--- config.mk ---
export PLATFORM = sky130hd
export DESIGN_NAME = rgb888_to_565_packer_flat
export DESIGN_NICKNAME = d
export VERILOG_FILES = /design/src/rtl/rgb888_to_565_packer_if.sv /design/src/rtl/rgb888_to_565_packer.sv /design/src/flat_wrapper.sv
export SDC_FILE = /design/constraint.sdc
export NUM_CORES = 1
export LEC_CHECK = 0
export ABC_AREA = 0
export BUFFER_PORTS_ARGS = -buffer_cell sky130_fd_sc_hd__buf_2
export CAP_MARGIN = 10
export CORE_MARGIN = 4
export CORE_UTILIZATION = 55
export DETAILED_ROUTE_END_ITERATION = 8
export GPL_TIMING_DRIVEN = 0
export HOLD_SLACK_MARGIN = 0.08
export PLACE_DENSITY = 0.77
export SYNTH_ARGS = -nofsm -noshare
export SYNTH_HDL_FRONTEND = slang
export SYNTH_SLANG_ARGS = --single-unit
--- constraint.sdc ---
create_clock -name clk_in -period 3.4 [get_ports clk_in]
set_clock_uncertainty 0.1 [all_clocks]
set_input_delay 0.17 -clock clk_in [delete_from_list [all_inputs] [get_ports clk_in]]
set_output_delay 0.17 -clock clk_in [all_outputs]
set_load 0.01 [all_outputs]
--- src/rtl/rgb888_to_565_packer_if.sv ---
// ---------------------------------------------------------------------------
// rgb888_to_565_packer_if
// Stream bundle for the RGB888 -> RGB565 packer.
//
// Handshake (applies to both directions): a beat transfers on a rising clock
// edge where its valid and ready are both high. A producer holding valid high
// keeps its payload stable until the beat transfers. The consumer's ready may
// depend combinationally on the consumer's own state and its downstream ready.
//
// Signals:
//   valid_in / ready_out          input beat handshake
//   sof_in                        first pixel of a frame (qualified by valid_in)
//   red_in, green_in, blue_in     8-bit colour components
//   valid_out / ready_in          output beat handshake
//   pixel_out                     packed {r5, g6, b5}
//   addr_out                      frame-buffer address of pixel_out
// Modports: slave = the packer, master = whoever drives pixels and sinks words.
// ---------------------------------------------------------------------------
interface rgb888_to_565_packer_if #(
   parameter int ADDR_W = 17
);
   logic              valid_in;
   logic              ready_out;
   logic              sof_in;
   logic [7:0]        red_in;
   logic [7:0]        green_in;
   logic [7:0]        blue_in;
   logic              valid_out;
   logic              ready_in;
   logic [15:0]       pixel_out;
   logic [ADDR_W-1:0] addr_out;

   modport slave (
      input  valid_in, sof_in, red_in, green_in, blue_in, ready_in,
      output ready_out, valid_out, pixel_out, addr_out
   );

   modport master (
      output valid_in, sof_in, red_in, green_in, blue_in, ready_in,
      input  ready_out, valid_out, pixel_out, addr_out
   );
endinterface

--- src/rtl/rgb888_to_565_packer.sv ---
// ---------------------------------------------------------------------------
// rgb888_to_565_packer
// Streaming RGB888 -> RGB565 converter with round-to-nearest and saturation,
// plus linear frame-buffer address generation (addr = y*H_PIXELS + x).
// Two-stage valid/ready pipeline, one pixel per clock at full flow.
//   S1: rounded components and the pixel's address.
//   S2: packed word and address, driving the outputs.
//
// Ports:
//   clk_in   system clock, rising edge
//   rst_in   synchronous active-high reset
//   bus      rgb888_to_565_packer_if.slave (pixel in, packed word out)
//
// Optional feature: define RGB565_DITHER_EN to replace the fixed half-LSB
// rounding offset with a 2x2 ordered (Bayer) dither keyed on the pixel's x/y.
// ---------------------------------------------------------------------------
module rgb888_to_565_packer #(
   parameter int H_PIXELS = 320,
   parameter int V_PIXELS = 240,
   parameter int ADDR_W   = 17
) (
   input  logic                        clk_in,
   input  logic                        rst_in,
   rgb888_to_565_packer_if.slave       bus
);
   localparam int X_W = (H_PIXELS > 1) ? $clog2(H_PIXELS) : 1;
   localparam int Y_W = (V_PIXELS > 1) ? $clog2(V_PIXELS) : 1;
   localparam logic [X_W-1:0] X_LAST = X_W'(H_PIXELS - 1);
   localparam logic [Y_W-1:0] Y_LAST = Y_W'(V_PIXELS - 1);

   // Running position counters: where the next non-sof pixel lands.
   logic [X_W-1:0]    r_x;
   logic [Y_W-1:0]    r_y;
   logic [ADDR_W-1:0] r_addr;

   logic              r_s1_valid;
   logic [4:0]        r_s1_r5;
   logic [5:0]        r_s1_g6;
   logic [4:0]        r_s1_b5;
   logic [ADDR_W-1:0] r_s1_addr;

   logic              r_s2_valid;
   logic [15:0]       r_s2_pix;
   logic [ADDR_W-1:0] r_s2_addr;

   logic              w_s2_load;
   logic              w_s1_advance;
   logic              w_s1_load;
   logic              w_accept;

   logic [X_W-1:0]    w_px_x;
   logic [Y_W-1:0]    w_px_y;
   logic [ADDR_W-1:0] w_px_addr;
   logic [X_W-1:0]    w_nx_x;
   logic [Y_W-1:0]    w_nx_y;
   logic [ADDR_W-1:0] w_nx_addr;

   logic [8:0]        w_off_rb;
   logic [8:0]        w_off_g;
   logic [8:0]        w_sum_r;
   logic [8:0]        w_sum_g;
   logic [8:0]        w_sum_b;
   logic [5:0]        w_sh_r;
   logic [6:0]        w_sh_g;
   logic [5:0]        w_sh_b;
   logic [4:0]        w_r5;
   logic [5:0]        w_g6;
   logic [4:0]        w_b5;

   // Handshake. S2 takes a new word when empty or when its word leaves this
   // cycle; ready_out therefore follows ready_in combinationally so a full
   // pipeline keeps streaming without a bubble.
   assign w_s2_load     = !r_s2_valid || bus.ready_in;
   assign w_s1_advance  = r_s1_valid && w_s2_load;
   assign w_s1_load     = !r_s1_valid || w_s1_advance;
   assign bus.ready_out = !rst_in && w_s1_load;
   assign w_accept      = bus.valid_in && bus.ready_out;

   // Position of the incoming pixel and the counters that follow it.
   always_comb begin
      w_px_x    = bus.sof_in ? '0 : r_x;
      w_px_y    = bus.sof_in ? '0 : r_y;
      w_px_addr = bus.sof_in ? '0 : r_addr;
      w_nx_x    = w_px_x + 1'b1;
      w_nx_y    = w_px_y;
      w_nx_addr = w_px_addr + 1'b1;
      if (w_px_x == X_LAST) begin
         w_nx_x = '0;
         if (w_px_y == Y_LAST) begin
            w_nx_y    = '0;
            w_nx_addr = '0;
         end else begin
            w_nx_y = w_px_y + 1'b1;
         end
      end
   end

`ifdef RGB565_DITHER_EN
   // Bayer 2x2 [[0,2],[3,1]] indexed [y0][x0]; red/blue use 2d+1, green d.
   logic [1:0] w_d;
   always_comb begin
      w_d = 2'd0;
      case ({w_px_y[0], w_px_x[0]})
         2'b00:   w_d = 2'd0;
         2'b01:   w_d = 2'd2;
         2'b10:   w_d = 2'd3;
         default: w_d = 2'd1;
      endcase
   end
   assign w_off_rb = {6'd0, w_d, 1'b1};
   assign w_off_g  = {7'd0, w_d};
`else
   assign w_off_rb = 9'd4;
   assign w_off_g  = 9'd2;
`endif

   // 9-bit sums: bit 8 set means the rounded value overflowed the field.
   assign w_sum_r = {1'b0, bus.red_in}   + w_off_rb;
   assign w_sum_g = {1'b0, bus.green_in} + w_off_g;
   assign w_sum_b = {1'b0, bus.blue_in}  + w_off_rb;
   assign w_sh_r  = 6'(w_sum_r >> 3);
   assign w_sh_g  = 7'(w_sum_g >> 2);
   assign w_sh_b  = 6'(w_sum_b >> 3);
   assign w_r5    = w_sh_r[5] ? 5'd31 : w_sh_r[4:0];
   assign w_g6    = w_sh_g[6] ? 6'd63 : w_sh_g[5:0];
   assign w_b5    = w_sh_b[5] ? 5'd31 : w_sh_b[4:0];

   always_ff @(posedge clk_in) begin
      if (rst_in) begin
         r_x        <= '0;
         r_y        <= '0;
         r_addr     <= '0;
         r_s1_valid <= 1'b0;
         r_s1_r5    <= '0;
         r_s1_g6    <= '0;
         r_s1_b5    <= '0;
         r_s1_addr  <= '0;
         r_s2_valid <= 1'b0;
         r_s2_pix   <= '0;
         r_s2_addr  <= '0;
      end else begin
         if (w_accept) begin
            r_x    <= w_nx_x;
            r_y    <= w_nx_y;
            r_addr <= w_nx_addr;
         end
         if (w_s1_load) begin
            r_s1_valid <= bus.valid_in;
            if (w_accept) begin
               r_s1_r5   <= w_r5;
               r_s1_g6   <= w_g6;
               r_s1_b5   <= w_b5;
               r_s1_addr <= w_px_addr;
            end
         end
         if (w_s2_load) begin
            r_s2_valid <= r_s1_valid;
            if (r_s1_valid) begin
               r_s2_pix  <= {r_s1_r5, r_s1_g6, r_s1_b5};
               r_s2_addr <= r_s1_addr;
            end
         end
      end
   end

   assign bus.valid_out = r_s2_valid;
   assign bus.pixel_out = r_s2_pix;
   assign bus.addr_out  = r_s2_addr;
endmodule

--- src/flat_wrapper.sv ---
// flat-port wrapper written by rule: the top's interface ports become plain ports
module rgb888_to_565_packer_flat 
#(
   parameter int H_PIXELS = 320,
   parameter int V_PIXELS = 240,
   parameter int ADDR_W   = 17
)
  (clk_in, rst_in, bus_valid_in, bus_sof_in, bus_red_in, bus_green_in, bus_blue_in, bus_ready_in, bus_ready_out, bus_valid_out, bus_pixel_out, bus_addr_out);
  rgb888_to_565_packer_if #(.ADDR_W(ADDR_W)) bus_i ();
  input  logic clk_in;
  input  logic rst_in;
  input wire logic [$bits(bus_i.valid_in)-1:0] bus_valid_in;
  input wire logic [$bits(bus_i.sof_in)-1:0] bus_sof_in;
  input wire logic [$bits(bus_i.red_in)-1:0] bus_red_in;
  input wire logic [$bits(bus_i.green_in)-1:0] bus_green_in;
  input wire logic [$bits(bus_i.blue_in)-1:0] bus_blue_in;
  input wire logic [$bits(bus_i.ready_in)-1:0] bus_ready_in;
  output wire logic [$bits(bus_i.ready_out)-1:0] bus_ready_out;
  output wire logic [$bits(bus_i.valid_out)-1:0] bus_valid_out;
  output wire logic [$bits(bus_i.pixel_out)-1:0] bus_pixel_out;
  output wire logic [$bits(bus_i.addr_out)-1:0] bus_addr_out;
  assign bus_i.valid_in = bus_valid_in;
  assign bus_i.sof_in = bus_sof_in;
  assign bus_i.red_in = bus_red_in;
  assign bus_i.green_in = bus_green_in;
  assign bus_i.blue_in = bus_blue_in;
  assign bus_i.ready_in = bus_ready_in;
  assign bus_ready_out = bus_i.ready_out;
  assign bus_valid_out = bus_i.valid_out;
  assign bus_pixel_out = bus_i.pixel_out;
  assign bus_addr_out = bus_i.addr_out;
  rgb888_to_565_packer #(.H_PIXELS(H_PIXELS), .V_PIXELS(V_PIXELS), .ADDR_W(ADDR_W)) u_core (.clk_in(clk_in), .rst_in(rst_in), .bus(bus_i));
endmodule
==> results.yml <==
clock_network:
  path_clk_slew_ns: 0.10
  cts_tree: "done"
  cts_setup_buffers: 0
  cts_sinks: 102
  cts_root_buf: "clkbuf_8"
  ctsLongestPathBuffers: 2
  htreeDepth: 3
  insertion_delay_ns: 0.38
  cts_buffers: 9
min_path:
  min_to: "u_core.r_s1_g6[0]"
  worstHoldStart: "bus_green_in[2]"
  holdPathStages: 4
  min_path_type: "primary input to flop"
flow_run:
  max_cap_viol_count: 0
yosys:
  synth_seq_cells: 102
  synth.yosys.seq_area_share_pct: 45.06
  async_flop_share_pct: 0
  syn_nets: 607
  synth_edf_count: 0
  synth_cell_types: 49
  syn-cell-area_um2: 4532
  synth_ff_type: "dfxtp_1"
  syn-instance-count: 573
  synth_warnings: 0
  syn_avg_cell_area_um2: 7.909
die:
  initial_core_util_pct: 57.46
  dieArea_um2: 9756
  rows: 32
  die_y_um: 98.77
  core_um2: 7888
  ios: 64
  die_w_um: 98.77
setup_path:
  cp-start-kind: "primary input"
  r2r_start: "u_core.r_x[1]"
  cp-end-kind: "flop"
  critical_path_arrival_ns: 3.35
  crit_fanout: 10
  ff2ff_setup_slack_ns: 0.90
  reg2reg_depth: 7
  reg2reg_to: "u_core.r_y[5]"
  critPathRequiredTime_ns: 3.60
  crit_type: "primary input to flop"
power:
  sw_frac_of_total_pct: 27.56
  p_int_mw: 1.575
  p_clk_share_pct: 33.1
  ir_drop_uv: 263.4
  switchingPower_uw: 599.4
  p_per_area_nw_per_um2: 414.0
  power_leakage_nw: 1.970
  p_comb_share_pct: 10.0
  power_frac_seq_pct: 56.9
placement:
  place_ws_ns: -0.04864
  gp_congestion: 0.8956
  io_buffers: 57
  dpl.hpwl_um: 8620
  place_area_um2: 4945
global_route:
  antenna_found_initial: 0
  grt_pass1_vias: 4087
  grt_usage_pct: 24.81
  grt-ovfl-total: 0
  grt_pass1_wl_um: 19820
  grt_max_degree: 19
timing:
  timing.fmax_ghz: 0.3180
  final_max_slew_viol_count: 0
  setup_tns_ns: 0
  holdWs_ns: 0.06597
  period_minus_slack_ns: 3.145
  fin_ws_ns: 0.2549
  fin_crit_sh_pct: 92.50
  rsz0062_at_grt: "no"
  finalSetupViolations: 0
  tightest_slew_ns: 0.7915
  final-hold-violation-count: 0
  relSlewSlack_pct: 47.23
finish:
  final_cell_mix: "nand2_1, dfxtp_1, a21oi_1"
  final_area_um2: 5254
  fill_cells: 669
  final_layout_size_suffix_gt1_share_pct: 13.96
  syn_to_final_growth_pct: 15.93
  layout.nets: 688
  antennaDiodeCount: 0
  layout.cells.most_common: "nand2_1"
status:
  outcome: "complete, no violations"
routing:
  firstDrtPassIters: 7
  vias: 4406
  first_iter_violations: 390
  routedWlPerCell_um: 15.73
  drc: 0
  wl_um: 11970
  routed_via_density: 5.790
  drtAntennaViolNets: 0
[metal layers]
metal | vias to the layer above | share of wire, % | GRT usage, %
met4 | 0 | 1.5 | 8.613
met5 | - | 0 | 0
met3 | 18 | 7.3 | 3.751
met1 | 2038 | 46 | 34.91
li1 | 2166 | - | -
met2 | 184 | 45 | 38.84
[sequential cells by signal, summed over array words and instances, names as in the netlist, 5 cells and up]
| name | flops |
|---|---|
| u_core.r_s1_g6 | 6 |
| u_core.r_s1_r5 | 5 |
| u_core.r_s1_b5 | 5 |
| u_core.r_addr | 17 |
| u_core.r_s1_addr | 17 |
| u_core.bus.pixel_out | 16 |
| u_core.bus.addr_out | 17 |
| u_core.r_y | 8 |
| u_core.r_x | 9 |
[stage by stage]
step                      utilization [%]  instances  power, mW
final                               66.61        761      2.175
after global routing                66.61        761      2.251
after CTS                           66.61        761      2.168
after detailed placement            62.69        732      1.466
after global placement              62.69        732      1.461
after floorplan                         -        573      1.391
[critical path, stage by stage]
cell,delay (ns)
buf_2,0.10
buf_2,0.23
clkbuf_1,0.40
clkbuf_1,0.51
nor2b_1,0.12
ha_1,0.26
nand3_1,0.28
nor4_4,0.13
a21oi_1,0.67
or3b_1,0.40
o21ai_1,0.08
[power groups by stage]
| stage | combinational [mW] | clock [mW] | sequential, mW |
|---|---|---|---|
| floorplan | 0.126 | 0 | 1.27 |
| global route | 0.241 | 0.769 | 1.24 |
| global placement | 0.197 | 0 | 1.26 |
| finish | 0.217 | 0.721 | 1.24 |
| detailed placement | 0.202 | 0 | 1.26 |
| CTS | 0.215 | 0.716 | 1.24 |
[final cells by class]
cell class	count	area, µm²	area share [%]
inverter	19	71.32	1.357
buffer	38	168.9	3.215
clock inverter	7	55.05	1.048
clock buffer	9	123.9	2.358
tap	102	127.6	2.429
multi-input combinational	414	2250	42.82
sequential	102	2042	38.87
timing repair buffer	70	415.4	7.907
[cells by family (layout without fill, tap and decap cells)]
kind of cell               Yosys count  after routing  synth area share [%]
muxes                                3              3                0.6626
xor gates and xnor gates             8              8                 1.546
DFF                                102            102                 45.06
buffers and inverters               57            143                 5.301
and+or+nand+nor                    240            240                 26.26
adders and majority gates            5              5                 1.380
AOI/OAI and AO/OA                  158            158                 19.80
[cell usage after synthesis, drive strengths merged, types with 2 or more instances]
| library cell | instances | area [µm²] |
|---|---|---|
| nand2 | 114 | 427.9 |
| and3 | 9 | 56.30 |
| nor2b | 8 | 50.05 |
| nor2 | 22 | 82.58 |
| a41oi | 2 | 17.52 |
| a21o | 2 | 15.01 |
| nor3 | 13 | 76.33 |
| mux2i | 3 | 30.03 |
| clkbuf | 29 | 108.9 |
| dfxtp | 102 | 2042 |
| and4b | 2 | 20.02 |
| nand2b | 5 | 31.28 |
| a31o | 2 | 17.52 |
| nor3b | 5 | 42.54 |
| xnor2 | 8 | 70.07 |
| or3b | 3 | 26.28 |
| o32ai | 3 | 26.28 |
| a31oi | 14 | 87.58 |
| o211ai | 2 | 15.01 |
| nand3b | 5 | 37.54 |
| and2 | 3 | 18.77 |
| o31ai | 2 | 15.01 |
| nand4b | 3 | 26.28 |
| ha | 5 | 62.56 |
| nand4 | 6 | 37.54 |
| a211oi | 3 | 27.52 |
| o22ai | 4 | 25.02 |
| nand3 | 32 | 160.2 |
| o21ai | 29 | 145.1 |
| a21oi | 91 | 470.5 |
| buf | 9 | 60.05 |
| inv | 19 | 71.32 |
| and4 | 4 | 35.03 |
| or3 | 3 | 18.77 |
[how the worst max path moves through the flow]
| stage | cells past startpoint | start | end | slack [ns] |
|---|---|---|---|---|
| after floorplan | 10 | bus_sof_in | u_core.r_addr[16] | 0.90 |
| after global placement | 11 | bus_sof_in | u_core.r_addr[16] | -0.004 |
| after detailed placement | 11 | bus_sof_in | u_core.r_addr[16] | -0.05 |
| after CTS | 11 | bus_sof_in | u_core.r_addr[16] | 0.30 |
| after global routing | 11 | bus_sof_in | u_core.r_addr[16] | 0.11 |
| final | 11 | bus_sof_in | u_core.r_addr[16] | 0.25 |
[repair_timing]
item	CTS	global route
hold buffers	13	0
hold endpoints to repair	12	0
resized for setup	0	0
No activity file was read; power rests on OpenSTA's default activity.
